### src/rtl/conv_result_writer.sv
// Result writer for a 2-D convolver.
// Collects one output frame of convolver results, which arrive in column-major
// order, into an internal RAM in raster order. It then presents the frame to a
// microcontroller one pixel per rising edge of the read strobe.
module conv_result_writer #(
  parameter int RAM_WIDTH    = 8,
  parameter int IMAGE_WIDTH  = 10,
  parameter int IMAGE_HEIGHT = 10,
  parameter int KERNEL_WIDTH = 3
) (
  input  logic                 clk,
  input  logic                 reset,
  input  logic                 i_valid,
  input  logic [RAM_WIDTH-1:0] i_data,
  input  logic                 i_read_valid,
  output logic                 o_frame_ready,
  output logic [RAM_WIDTH-1:0] o_data,
  output logic                 o_overrun
);

  // Number of bits needed to hold the value 'depth' (0 for depth == 0).
  function automatic int clogb2(input int depth);
    int v;
    int n;
    v = depth;
    n = 0;
    while (v > 0) begin
      n++;
      v = v >> 1;
    end
    return n;
  endfunction

  localparam int OUT_W   = IMAGE_WIDTH - KERNEL_WIDTH + 1;
  localparam int OUT_H   = IMAGE_HEIGHT - KERNEL_WIDTH + 1;
  localparam int OUT_RES = OUT_W * OUT_H;
  localparam int AW      = (clogb2(OUT_RES - 1) > 0) ? clogb2(OUT_RES - 1) : 1;
  localparam int RW      = (clogb2(OUT_H - 1) > 0) ? clogb2(OUT_H - 1) : 1;
  localparam int CW      = (clogb2(OUT_W - 1) > 0) ? clogb2(OUT_W - 1) : 1;

  localparam logic [RW-1:0] ROW_LAST  = RW'(OUT_H - 1);
  localparam logic [CW-1:0] COL_LAST  = CW'(OUT_W - 1);
  localparam logic [AW-1:0] ADDR_LAST = AW'(OUT_RES - 1);
  localparam logic [AW-1:0] OUT_W_A   = AW'(OUT_W);

  typedef enum logic [1:0] {
    COLLECT = 2'd0,
    READOUT = 2'd1
  } state_t;

  state_t          state;
  logic [RW-1:0]   row;
  logic [CW-1:0]   col;
  logic [AW-1:0]   rd_addr;
  logic            rd_prev;
  logic            rd_rise;
  logic            we;
  logic [AW-1:0]   wr_addr;
  logic [AW-1:0]   ram_addr;

  logic [RAM_WIDTH-1:0] ram [OUT_RES];

  // Results arrive column by column, but the RAM is laid out in raster order.
  assign wr_addr  = AW'(row) * OUT_W_A + AW'(col);
  // One port: the write address is used while collecting, the read address while reading out.
  assign ram_addr = (state == COLLECT) ? wr_addr : rd_addr;
  assign we       = (state == COLLECT) && i_valid;
  assign rd_rise  = i_read_valid && !rd_prev;

  // RAM write port. No reset, so the array can map to block RAM.
  always_ff @(posedge clk) begin
    if (we) ram[ram_addr] <= i_data;
  end

  // Registered read. Only updated in READOUT so that o_data holds its value while collecting.
  always_ff @(posedge clk) begin
    if (reset)                  o_data <= '0;
    else if (state == READOUT)  o_data <= ram[ram_addr];
  end

  // Control FSM: write counters, read address, strobe edge detect and status flags.
  always_ff @(posedge clk) begin
    if (reset) begin
      state         <= COLLECT;
      row           <= '0;
      col           <= '0;
      rd_addr       <= '0;
      rd_prev       <= 1'b0;
      o_frame_ready <= 1'b0;
      o_overrun     <= 1'b0;
    end else begin
      rd_prev <= i_read_valid;
      case (state)
        COLLECT: begin
          if (i_valid) begin
            if (row == ROW_LAST) begin
              row <= '0;
              if (col == COL_LAST) begin
                col           <= '0;
                rd_addr       <= '0;
                state         <= READOUT;
                o_frame_ready <= 1'b1;
              end else begin
                col <= col + 1'b1;
              end
            end else begin
              row <= row + 1'b1;
            end
          end
        end
        READOUT: begin
          // Results that arrive while the frame is being read out are lost; flag them.
          if (i_valid) o_overrun <= 1'b1;
          if (rd_rise) begin
            if (rd_addr == ADDR_LAST) begin
              rd_addr       <= '0;
              state         <= COLLECT;
              o_frame_ready <= 1'b0;
            end else begin
              rd_addr <= rd_addr + 1'b1;
            end
          end
        end
        default: begin
          state         <= COLLECT;
          row           <= '0;
          col           <= '0;
          rd_addr       <= '0;
          o_frame_ready <= 1'b0;
        end
      endcase
    end
  end

endmodule

### config.mk
export PLATFORM = sky130hd
export DESIGN_NAME = conv_result_writer
export DESIGN_NICKNAME = d
export VERILOG_FILES = /design/src/rtl/conv_result_writer.sv
export SDC_FILE = /design/constraint.sdc
export NUM_CORES = 1
export LEC_CHECK = 0
export ABC_AREA = 1
export BUFFER_PORTS_ARGS = -buffer_cell sky130_fd_sc_hd__buf_2
export CORE_MARGIN = 4
export CORE_UTILIZATION = 25
export DETAILED_ROUTE_END_ITERATION = 8
export SETUP_SLACK_MARGIN = 0.5
export SLEW_MARGIN = 20
export SYNTH_ARGS = -nofsm -noshare
export SYNTH_HDL_FRONTEND = slang
export SYNTH_SLANG_ARGS = --single-unit
export TNS_END_PERCENT = 20
### constraint.sdc
create_clock -name clk -period 2.3 [get_ports clk]
set_input_delay 0.46 -clock clk [delete_from_list [all_inputs] [get_ports clk]]
set_output_delay 0.46 -clock clk [all_outputs]
set_load 0.01 [all_outputs]
==> summary.txt, run 1 <==
IO buf count -> 21
Synth area leaders -> edfxtp_1 66%, nand2_1 9.5%, inv_1 7.1%
Status -> finished clean
Worst-path fanout max -> 8
HP Class -> in2reg
Die Span Y -> 312 um
Clock root cell -> clkbuf_16
Tightest Pin Transition -> 565 ps
PwrDens -> 690 mW/mm2
Yosys top cell by area -> edfxtp_1
FFs w/ async S/R, synth -> 0%
Sequential fraction of the synthesis area -> 68.4%
RSZ-0062 raised after global routing -> yes
I/O pin cnt -> 22
H-tree depth -> 2
Share of the synthesized area in the top cell type -> 66.4%
Post-synth EDFFs -> 512
Via count -> 15700
Post-route minimum period -> 2140 ps
Syn. warnings -> 0
Clk slew on worst S/H paths -> 60 ps
Largest net degree at the start of global routing -> 65
CTS tree -> yes
Antenna violations before repair -> 2
DP Worst Slack -> -162 ps
Clock buffer count from CTS -> 55
Layout cells sized above 1 -> 21.6%
Count leader, synth -> nand2_1
Final setup margin -> 158 ps
Fill count -> 9016
Skew-Pair Late Insertion Delay -> 610 ps
Top_reg_cell synth -> edfxtp_1
Sw frac -> 20.8%
Layout area overhead -> 29.0%
DR iter-0 viols -> 1593
Routed WL -> 64.2 mm
CP max-delay cell -> dfxtp_4
Synthesized area -> 0.0231 mm2
WL/cell -> 17.5 um
Internal power -> 16.3 mW
FF+latch count, synth -> 535
Post-synth top cells -> 588 x nand2_1, 512 x edfxtp_1, 440 x inv_1
Critical Path Sink Type -> register
Peak VDD IR -> 577 uV
DRC -> 0
Lkg Pwr -> 11.9 nW
Syn_area_per_cell -> 10.6 um2
First-pass GRT wire length -> 94.7 mm
Fin. max-slew vios -> 0
Row count -> 111
Area after DPL -> 0.0260 mm2
Overflow after GRT -> 0
Seq pwr share -> 52.0%
Post-DP HPWL -> 36.2 mm
Fmax -> 467 MHz
GPL Wtd Cong -> 0.820
Max-Cap Viols -> 0
Worst path required time -> 2580 ps
Worst Skew -> 26.1 ps
CP peak stage delay -> 440 ps
Worst Reg-to-Reg Cells -> 10
Starting Density -> 25.2%
Final Hold Fails -> 0
Core region area -> 0.0918 mm2
TritonCTS Sinks -> 535
Gr usage total -> 12.8%
Antenna-violating nets left -> 0
Gate Count Post-Synth -> 2178
Logic pwr share -> 3.8%
Vias per inst -> 4.28
Fraction of the cycle the final worst path needs -> 93.1%
Clock Path Buffers -> 3
Die Area -> 0.0975 mm2
Startpoint Class -> register
Worst path cell trace -> inv_8 > buf_6 > nand2_4 > nand2_4 > buf_6 > nor2_4 > buf_12 > nand3_4 > buf_4 > nor2_4
WS Path Type -> reg2reg
Pre-Repair DR Iteration Count -> 5
Synth Net Count -> 2195
Fin area -> 0.0299 mm2
Layout net count -> 2405
Final Setup Violations -> 0
Cell count of the worst hold path -> 3
Vias in the first global route -> 14900
NetSw -> 4.29 mW
Power, Total -> 20.6 mW
Slew Limit Headroom -> 62.3%
Critical path arrival -> 2430 ps
Post-synth cell types -> 31
Clk network pwr share -> 44.2%
Die X -> 312 um
## sequential cells by signal, indices dropped and copies added (netlist names)
signal,cells
ram,512
o_data,8
rd_addr,6
col,3
row,3
o_overrun,1
rd_prev,1
state,1
## logic make-up (layout without fill, tap and decap cells)
family	count (synthesis)	count (layout)	share of synthesized area, %
xor gates and xnor gates	1	1	0.0379
AOI/OAI and AO/OA	183	183	4.91
adders and majority gates	5	5	0.270
buffers and inverters	535	787	9.69
and+or+nand+nor	919	921	16.7
DFF	535	535	68.4
other	0	1	0
## layer usage
metal | vias up | track usage [%] | wire, um
met4 | 2 | 4.40 | 1930
met2 | 521 | 20.3 | 29500
met5 | - | 0 | 7
li1 | 7531 | - | -
met3 | 114 | 2.67 | 4710
met1 | 7568 | 17.4 | 28000
## path summary, 6_finish.rpt
check	startpoint	endpoint	slack, ps
setup / recovery	state[0]	ram[23][0]	160
hold / removal	i_read_valid	rd_prev	100
setup reg to reg	state[0]	ram[23][0]	160
hold reg to reg	o_overrun	o_overrun	470
## metrics by stage
stage / std cells / TNS (ps) / utilization, % / hold WS (ps)
2_1_floorplan: 2178 / 0 / - / 461
4_1_cts: 3650 / 0 / 31.8 / 78.9
3_5_place_dp: 3488 / -484 / 28.4 / 462
6_report: 3676 / 0 / 32.5 / 98.8
5_1_grt: 3675 / 0 / 32.5 / 105
3_3_place_gp: 3488 / -391 / 28.4 / 445
## cells in the final DEF, fill, tap and decap left out, types with 9 or more instances in the layout
cell       instances
o21ai_0           17
dfxtp_1           20
o211ai_1          72
inv_1            431
clkinv_1          12
a21oi_1           14
nand2_1          556
nor2_1            32
buf_2             21
edfxtp_1         512
nor2_4            43
buf_4            104
clkinv_2          16
clkbuf_16         61
nand2_2           22
buf_12            52
o21ai_2           29
nand3_1          171
buf_16            13
nand3_2           11
buf_6             35
o21ai_1           40
buf_8              9
nor2_2            38
nand2_4            9
## cell type report
cell class | count | area [um2] | area share, %
clock inverters | 37 | 385 | 1.29
inverters | 444 | 1710 | 5.72
repair inverters | 1 | 7.51 | 0.0251
diodes | 1 | 2.50 | 0.00838
flip-flops and latches | 535 | 15800 | 53.0
clock buffers | 64 | 1450 | 4.86
repair buffers | 241 | 3010 | 10.1
well taps | 1243 | 1560 | 5.21
multi-input cells | 1110 | 5900 | 19.7
## what timing repair did
action,CTS,global route
hold endpoints to repair,0,0
hold buffers,0,0
gates cloned,15,5
gates resized for setup,127,102
endpoints found under the setup margin,524,527
pin swaps,40,67
buffers inserted,46,20
## critical path: cells and delay by family (launching register included)
kind                   cells  cell delay (ps)
flip-flops                 1              440
AND/OR/NAND/NOR            5              690
buffers and inverters      5              670
## power by group through the flow
stage	Clock, mW	Combinational (mW)	Sequential, mW
final	9.12	0.781	10.7
after global routing	9.69	0.829	10.7
after CTS	9.28	0.739	10.7
after detailed placement	0	0.650	10.9
after global placement	0	0.642	10.9
after floorplan	0	0.253	10.9
Note: power is estimated with default switching activity, not from simulation.
==> run 2, diff against run 1 <==
Settings changed: ABC_AREA 1 to default.
==> summary.txt, run 2 <==
Post-synth top cells -> 512 x edfxtp_1, 176 x a22oi_1, 77 x nor2_1 (was 588 x nand2_1, 512 x edfxtp_1, 440 x inv_1)
Via count -> 12700 (was 15700)
Clock root cell -> clkbuf_16 (unchanged)
Tightest Pin Transition -> 656 ps (was 565 ps)
Post-route minimum period -> 2400 ps (was 2140 ps)
FFs w/ async S/R, synth -> 0% (unchanged)
Synth Net Count -> 1220 (was 2195)
Row count -> 104 (was 111)
DR iter-0 viols -> 1415 (was 1593)
WS Path Type -> reg2reg (unchanged)
Fraction of the cycle the final worst path needs -> 104% (was 93.1%)
Antenna-violating nets left -> 0 (unchanged)
Top_reg_cell synth -> edfxtp_1 (unchanged)
Yosys top cell by area -> edfxtp_1 (unchanged)
Skew-Pair Late Insertion Delay -> 600 ps (was 610 ps)
Final TNS setup -> -528 ps (was 0 ps)
Fmax -> 416 MHz (was 467 MHz)
Fin area -> 0.0276 mm2 (was 0.0299 mm2)
Core region area -> 0.0807 mm2 (was 0.0918 mm2)
Biggest register -> ram (unchanged)
Routed WL -> 58.2 mm (was 64.2 mm)
Clock Path Buffers -> 3 (unchanged)
Peak VDD IR -> 510 uV (was 577 uV)
Die Area -> 0.0863 mm2 (was 0.0975 mm2)
Die Span Y -> 294 um (was 312 um)
Lkg Pwr -> 8.56 nW (was 11.9 nW)
H-tree depth -> 2 (unchanged)
Layout cells sized above 1 -> 37.6% (was 21.6%)
Sequential fraction of the synthesis area -> 77.5% (was 68.4%)
Syn. warnings -> 0 (unchanged)
Vias per inst -> 4.88 (was 4.28)
Synth Area in XOR/XNOR -> 0.172% (was 0.0378%)
Finished Layout Cells -> 2593 (was 3676)
IO buf count -> 21 (unchanged)
Vias in the first global route -> 12500 (was 14900)
Worst Skew -> 24.9 ps (was 26.1 ps)
Largest register FFs -> 512 (unchanged)
RSZ-0062 raised after global routing -> yes (unchanged)
Layout net count -> 1514 (was 2405)
Starting Density -> 25.3% (was 25.2%)
Post-Synth Adder-Cell Area -> 0.306% (was 0.270%)
Leading cell type in the layout, fill and taps excluded -> edfxtp_1 (was nand2_1)
Syn_area_per_cell -> 17.0 um2 (was 10.6 um2)
WHS -> 99.1 ps (was 98.8 ps)
Failing checks -> setup timing
Fin. max-slew vios -> 0 (unchanged)
Inserted Diodes -> 0 (was 1)
Final Setup Violations -> 8 (was 0)
Biggest registers after layout -> ram: 512 flops, o_data: 8 flops, rd_addr: 6 flops (unchanged)
Overflow after GRT -> 0 (unchanged)
Synth area leaders -> edfxtp_1 75%, a22oi_1 6.5%, mux2i_1 3.0% (was edfxtp_1 66%, nand2_1 9.5%, inv_1 7.1%)
CTS tree -> yes (unchanged)
Area after DPL -> 0.0246 mm2 (was 0.0260 mm2)
Critical path arrival -> 2840 ps (was 2430 ps)
Power, Total -> 19.5 mW (was 20.6 mW)
Pre-Repair DR Iteration Count -> 7 (was 5)
Gr usage total -> 13.0% (was 12.8%)
Worst-path fanout max -> 12 (was 8)
Post-synthesis simple-gate area fraction -> 4.47% (was 16.7%)
Antenna violations before repair -> 0 (was 2)
Commonest non-fill, non-tap cells in the layout -> 512 x edfxtp_1, 177 x buf_4, 142 x a22oi_1 (was 556 x nand2_1, 512 x edfxtp_1, 431 x inv_1)
Worst path required time -> 2740 ps (was 2580 ps)
Share of the synthesized area in the top cell type -> 75.3% (was 66.4%)
Die X -> 294 um (was 312 um)
Cells after DPL -> 2464 (was 3488)
Gate Count Post-Synth -> 1203 (was 2178)
HP Class -> in2reg (unchanged)
Clk slew on worst S/H paths -> 60 ps (about the same)
Post-DP HPWL -> 37.8 mm (was 36.2 mm)
Max-Cap Viols -> 0 (unchanged)
Critical Path Sink Type -> register (unchanged)
Complex-gate fraction of the synthesized area -> 12.0% (was 4.91%)
First-pass GRT wire length -> 84.3 mm (was 94.7 mm)
Synthesized area -> 0.0204 mm2 (was 0.0231 mm2)
Post-synth cell types -> 61 (was 31)
Count leader, synth -> edfxtp_1 (was nand2_1)
Largest family of logic cells by synthesized area -> compound AO/OA/AOI/OAI gates (was simple AND/OR/NAND/NOR gates)
Clock buffer count from CTS -> 52 (was 55)
Final Hold Fails -> 0 (unchanged)
I/O pin cnt -> 22 (unchanged)
GPL Wtd Cong -> 0.821 (was 0.820)
Status -> finished with violations (was finished clean)
Startpoint Class -> register (unchanged)
Multiplexer share of the synthesized area -> 3.58% (was 0%)
DRC -> 0 (unchanged)
Layout area overhead -> 35.1% (was 29.0%)
Post-synth EDFFs -> 512 (unchanged)
FF+latch count, synth -> 535 (unchanged)
PwrDens -> 706 mW/mm2 (was 690 mW/mm2)
Slew Limit Headroom -> 56.3% (was 62.3%)
TritonCTS Sinks -> 535 (unchanged)
WL/cell -> 22.5 um (was 17.5 um)
Final setup margin -> -101 ps (was 158 ps)
Number of hold buffers added after cts -> 0 (unchanged)
Largest net degree at the start of global routing -> 65 (unchanged)
## run 2: what timing repair did
item | CTS | global route
gates cloned | 3 | 2
resized for setup | 93 | 110
setup buffers | 10 | 24
setup endpoints to repair | 525 | 532
pin swaps | 22 | 37
## run 2: worst paths after layout
path / slack (ps) / end / cells after the start / start
worst max register to register: -100 / o_data[6] / 10 / state[0]
worst min-delay path: 100 / rd_prev / 2 / i_read_valid
worst max-delay path: -100 / o_data[6] / 10 / state[0]
worst min register to register: 460 / o_overrun / 2 / o_overrun
## run 2: area by class of cell
cell class	instances	area (um2)
clock buffer	65	1370
clock inverter	25	245
fill	7533	53100
inverter	2	7.51
multi-input combinational	596	5290
sequential	535	15900
tap	1060	1330
timing repair buffer	310	3500
## run 2: power breakdown
| part | switching (mW) | internal [mW] | leakage (nW) | total (mW) |
|---|---|---|---|---|
| sequential | 0.00994 | 10.7 | 4.80 | 10.7 |
| clock | 3.48 | 4.75 | 0.781 | 8.23 |
| combinational | 0.354 | 0.189 | 2.98 | 0.544 |
## run 2: per-stage QoR
stage / setup WS, ps / utilization [%]
global route: -183 / 34.2
CTS: -67.9 / 33.3
detailed placement: -262 / 30.5
global placement: -241 / 30.5
floorplan: 161 / -
finish: -101 / 34.2
## run 2: cells by family (layout without fill, tap and decap cells)
family / Yosys count / count (layout)
buf+inv: 72 / 402
mux: 70 / 70
fa+ha+maj: 5 / 5
compound gates: 332 / 332
xor+xnor: 4 / 4
simple gates: 185 / 185
flops: 535 / 535
## run 2: worst max-delay path, cell delays in order, from the launching register on
cell      delay [ps]
dfxtp_4          370
buf_4            160
and4bb_2         240
or2_4            290
buf_12           170
buf_4            140
a22oi_2          140
a41oi_2          180
buf_4            190
nor4_4           250
a311oi_1         110
## run 2: metal layers
metal / vias up / part of all wire (%) / global-route usage (%)
li1: 5560 / - / -
met2: 536 / 48 / 21.7
met1: 6474 / 42 / 17.6
met3: 81 / 7.1 / 2.05
met5: - / 0 / 0
met4: 0 / 2.3 / 3.72
==> run 3, diff against run 2 <==
Settings changed: CORE_ASPECT_RATIO from default to 1.25.
==> summary.txt, run 3 (synthesis results as in run 2) <==
Max-Cap Viols -> 0 (unchanged)
NetSw -> 3.84 mW (about the same)
Met2 Track Usage GR -> 23.7% (was 21.7%)
Most used routing layer -> met2 (unchanged)
Final Hold Fails -> 0 (unchanged)
Post-route minimum period -> 2460 ps (was 2400 ps)
DRC -> 0 (unchanged)
Pre-Repair DR Iteration Count -> 7 (unchanged)
Fin area -> 0.0274 mm2 (was 0.0276 mm2)
Layout net count -> 1516 (was 1514)
Gr usage total -> 13.2% (was 13.0%)
Vias in the first global route -> 12700 (was 12500)
Final Setup Violations -> 8 (unchanged)
CTS tree -> yes (unchanged)
Peak VDD IR -> 466 uV (was 510 uV)
Internal power -> 14.9 mW (was 15.6 mW)
Met1 Use GR -> 16.2% (was 17.6%)
Starting Density -> 25.3% (about the same)
Clock root cell -> clkbuf_16 (unchanged)
Number of hold buffers added after cts -> 0 (unchanged)
Layout area overhead -> 34.3% (was 35.1%)
Die X -> 264 um (was 294 um)
I/O pin cnt -> 22 (unchanged)
Clk network pwr share -> 40.3% (was 42.3%)
Post-DP HPWL -> 38.7 mm (was 37.8 mm)
Layout cells sized above 1 -> 37.2% (was 37.6%)
Slew Limit Headroom -> 48.5% (was 56.3%)
Tightest Pin Transition -> 772 ps (was 656 ps)
PwrDens -> 684 mW/mm2 (was 706 mW/mm2)
Skew-Pair Late Insertion Delay -> 570 ps (was 600 ps)
Vias per inst -> 4.89 (was 4.88)
Largest register FFs -> 512 (unchanged)
Biggest register -> ram (unchanged)
Largest net degree at the start of global routing -> 65 (unchanged)
Routed WL -> 60.5 mm (was 58.2 mm)
GR Util met3 -> 1.83% (was 2.05%)
Critical path arrival -> 2880 ps (was 2840 ps)
Worst-path fanout max -> 8 (was 12)
Via count -> 12700 (about the same)
Core region area -> 0.0806 mm2 (was 0.0807 mm2)
WS Path Type -> reg2reg (unchanged)
Antenna-violating nets left -> 0 (unchanged)
Fraction of the cycle the final worst path needs -> 107% (was 104%)
Seq pwr share -> 56.9% (was 54.9%)
TritonCTS Sinks -> 535 (unchanged)
Logic pwr share -> 2.8% (about the same)
Critical Path Sink Type -> register (unchanged)
Antenna violations before repair -> 1 (was 0)
DR iter-0 viols -> 1405 (was 1415)
Lkg Pwr -> 8.54 nW (was 8.56 nW)
Biggest registers after layout -> ram: 512 flops, o_data: 8 flops, rd_addr: 6 flops (unchanged)
First-pass GRT wire length -> 85.9 mm (was 84.3 mm)
Clock buffer count from CTS -> 47 (was 52)
Status -> finished with violations (unchanged)
Clock Path Buffers -> 3 (unchanged)
Final setup margin -> -157 ps (was -101 ps)
Die Area -> 0.0863 mm2 (about the same)
Fin. max-slew vios -> 0 (unchanged)
Power, Total -> 18.8 mW (was 19.5 mW)
Area after DPL -> 0.0245 mm2 (was 0.0246 mm2)
Leading cell type in the layout, fill and taps excluded -> edfxtp_1 (unchanged)
Commonest non-fill, non-tap cells in the layout -> 512 x edfxtp_1, 175 x buf_4, 159 x a22oi_1 (was 512 x edfxtp_1, 177 x buf_4, 142 x a22oi_1)
Worst path required time -> 2720 ps (was 2740 ps)
Row count -> 116 (was 104)
Clk slew on worst S/H paths -> 60 ps (about the same)
Startpoint Class -> register (unchanged)
H-tree depth -> 2 (unchanged)
IO buf count -> 21 (unchanged)
Fmax -> 407 MHz (was 416 MHz)
Failing checks -> setup timing (unchanged)
Overflow after GRT -> 0 (unchanged)
Die Span Y -> 328 um (was 294 um)
HP Class -> in2reg (unchanged)
Sw frac -> 20.5% (was 19.7%)
RSZ-0062 raised after global routing -> yes (unchanged)
Worst Skew -> 24.1 ps (was 24.9 ps)
WL/cell -> 23.3 um (was 22.5 um)
GPL Wtd Cong -> 0.872 (was 0.821)
[run 3: cell types whose count changed in the layout (fill, tap and decap cells not counted), moves of 5 or more]
cell and change:
a22oi_2 -17, o21ai_0 -5, clkbuf_1 -6, a41oi_2 +5
o21ai_1 +6, a22oi_1 +17, nand2_2 -6, buf_6 +8
clkbuf_16 -6
[run 3: layout make-up]
cell class	count	area (um2)
Tap cell	1062	1330
Clock buffer	53	1200
Clock inverter	29	229
Multi-Input combinational cell	596	5220
Sequential cell	535	15900
Inverter	2	7.51
Antenna cell	1	2.50
Timing Repair Buffer	317	3580
Fill cell	7558	53100
[run 3: worst paths after layout]
path | slack (ps) | cells past startpoint | end | from
worst min-delay path | 160 | 2 | rd_prev | i_read_valid
worst min register to register | 470 | 2 | o_overrun | o_overrun
worst max register to register | -160 | 11 | o_data[6] | state[0]
worst max-delay path | -160 | 11 | o_data[6] | state[0]
[run 3: repair_timing]
item                                    4_1_cts  5_1_grt
endpoints found under the setup margin      524      525
setup buffers                                16       33
pin swaps                                    22       39
gates cloned                                  2        2
gates resized for setup                     106      111
endpoints found under the hold margin         0        0
[run 3: stage by stage]
step / worst slack [ps] / setup TNS [ps] / cells / util [%] / hold slack [ps]
final: -157 / -782 / 2595 / 34.1 / 158
after global routing: -253 / -1690 / 2594 / 34.1 / 173
after CTS: -62.1 / -356 / 2559 / 33.1 / 127
after detailed placement: -434 / -13130 / 2459 / 30.4 / 459
after global placement: -393 / -11920 / 2459 / 30.4 / 454
after floorplan: 161 / 0 / 1203 / - / 483
[run 3: metal layers]
metal | routed length, um | part of all wire [%]
met5 | 0 | 0
met4 | 2210 | 3.7
met3 | 3220 | 5.3
met1 | 23900 | 40
met2 | 31200 | 52
[run 3: power groups by stage]
stage	combinational (mW)	sequential, mW	clock (mW)
finish	0.525	10.7	7.55
global route	0.552	10.7	8.03
CTS	0.498	10.7	7.66
detailed placement	0.471	10.9	0
global placement	0.459	10.9	0
floorplan	0.131	10.9	0
[run 3: worst max-delay path, cell delays in order, from the launching register on]
cell	delay [ps]
dfxtp_4	380
buf_6	140
nor4bb_4	150
or2_4	290
buf_12	160
buf_6	120
a22oi_2	180
a41oi_2	160
buf_4	180
nor4_4	310
buf_4	170
a311oi_2	80
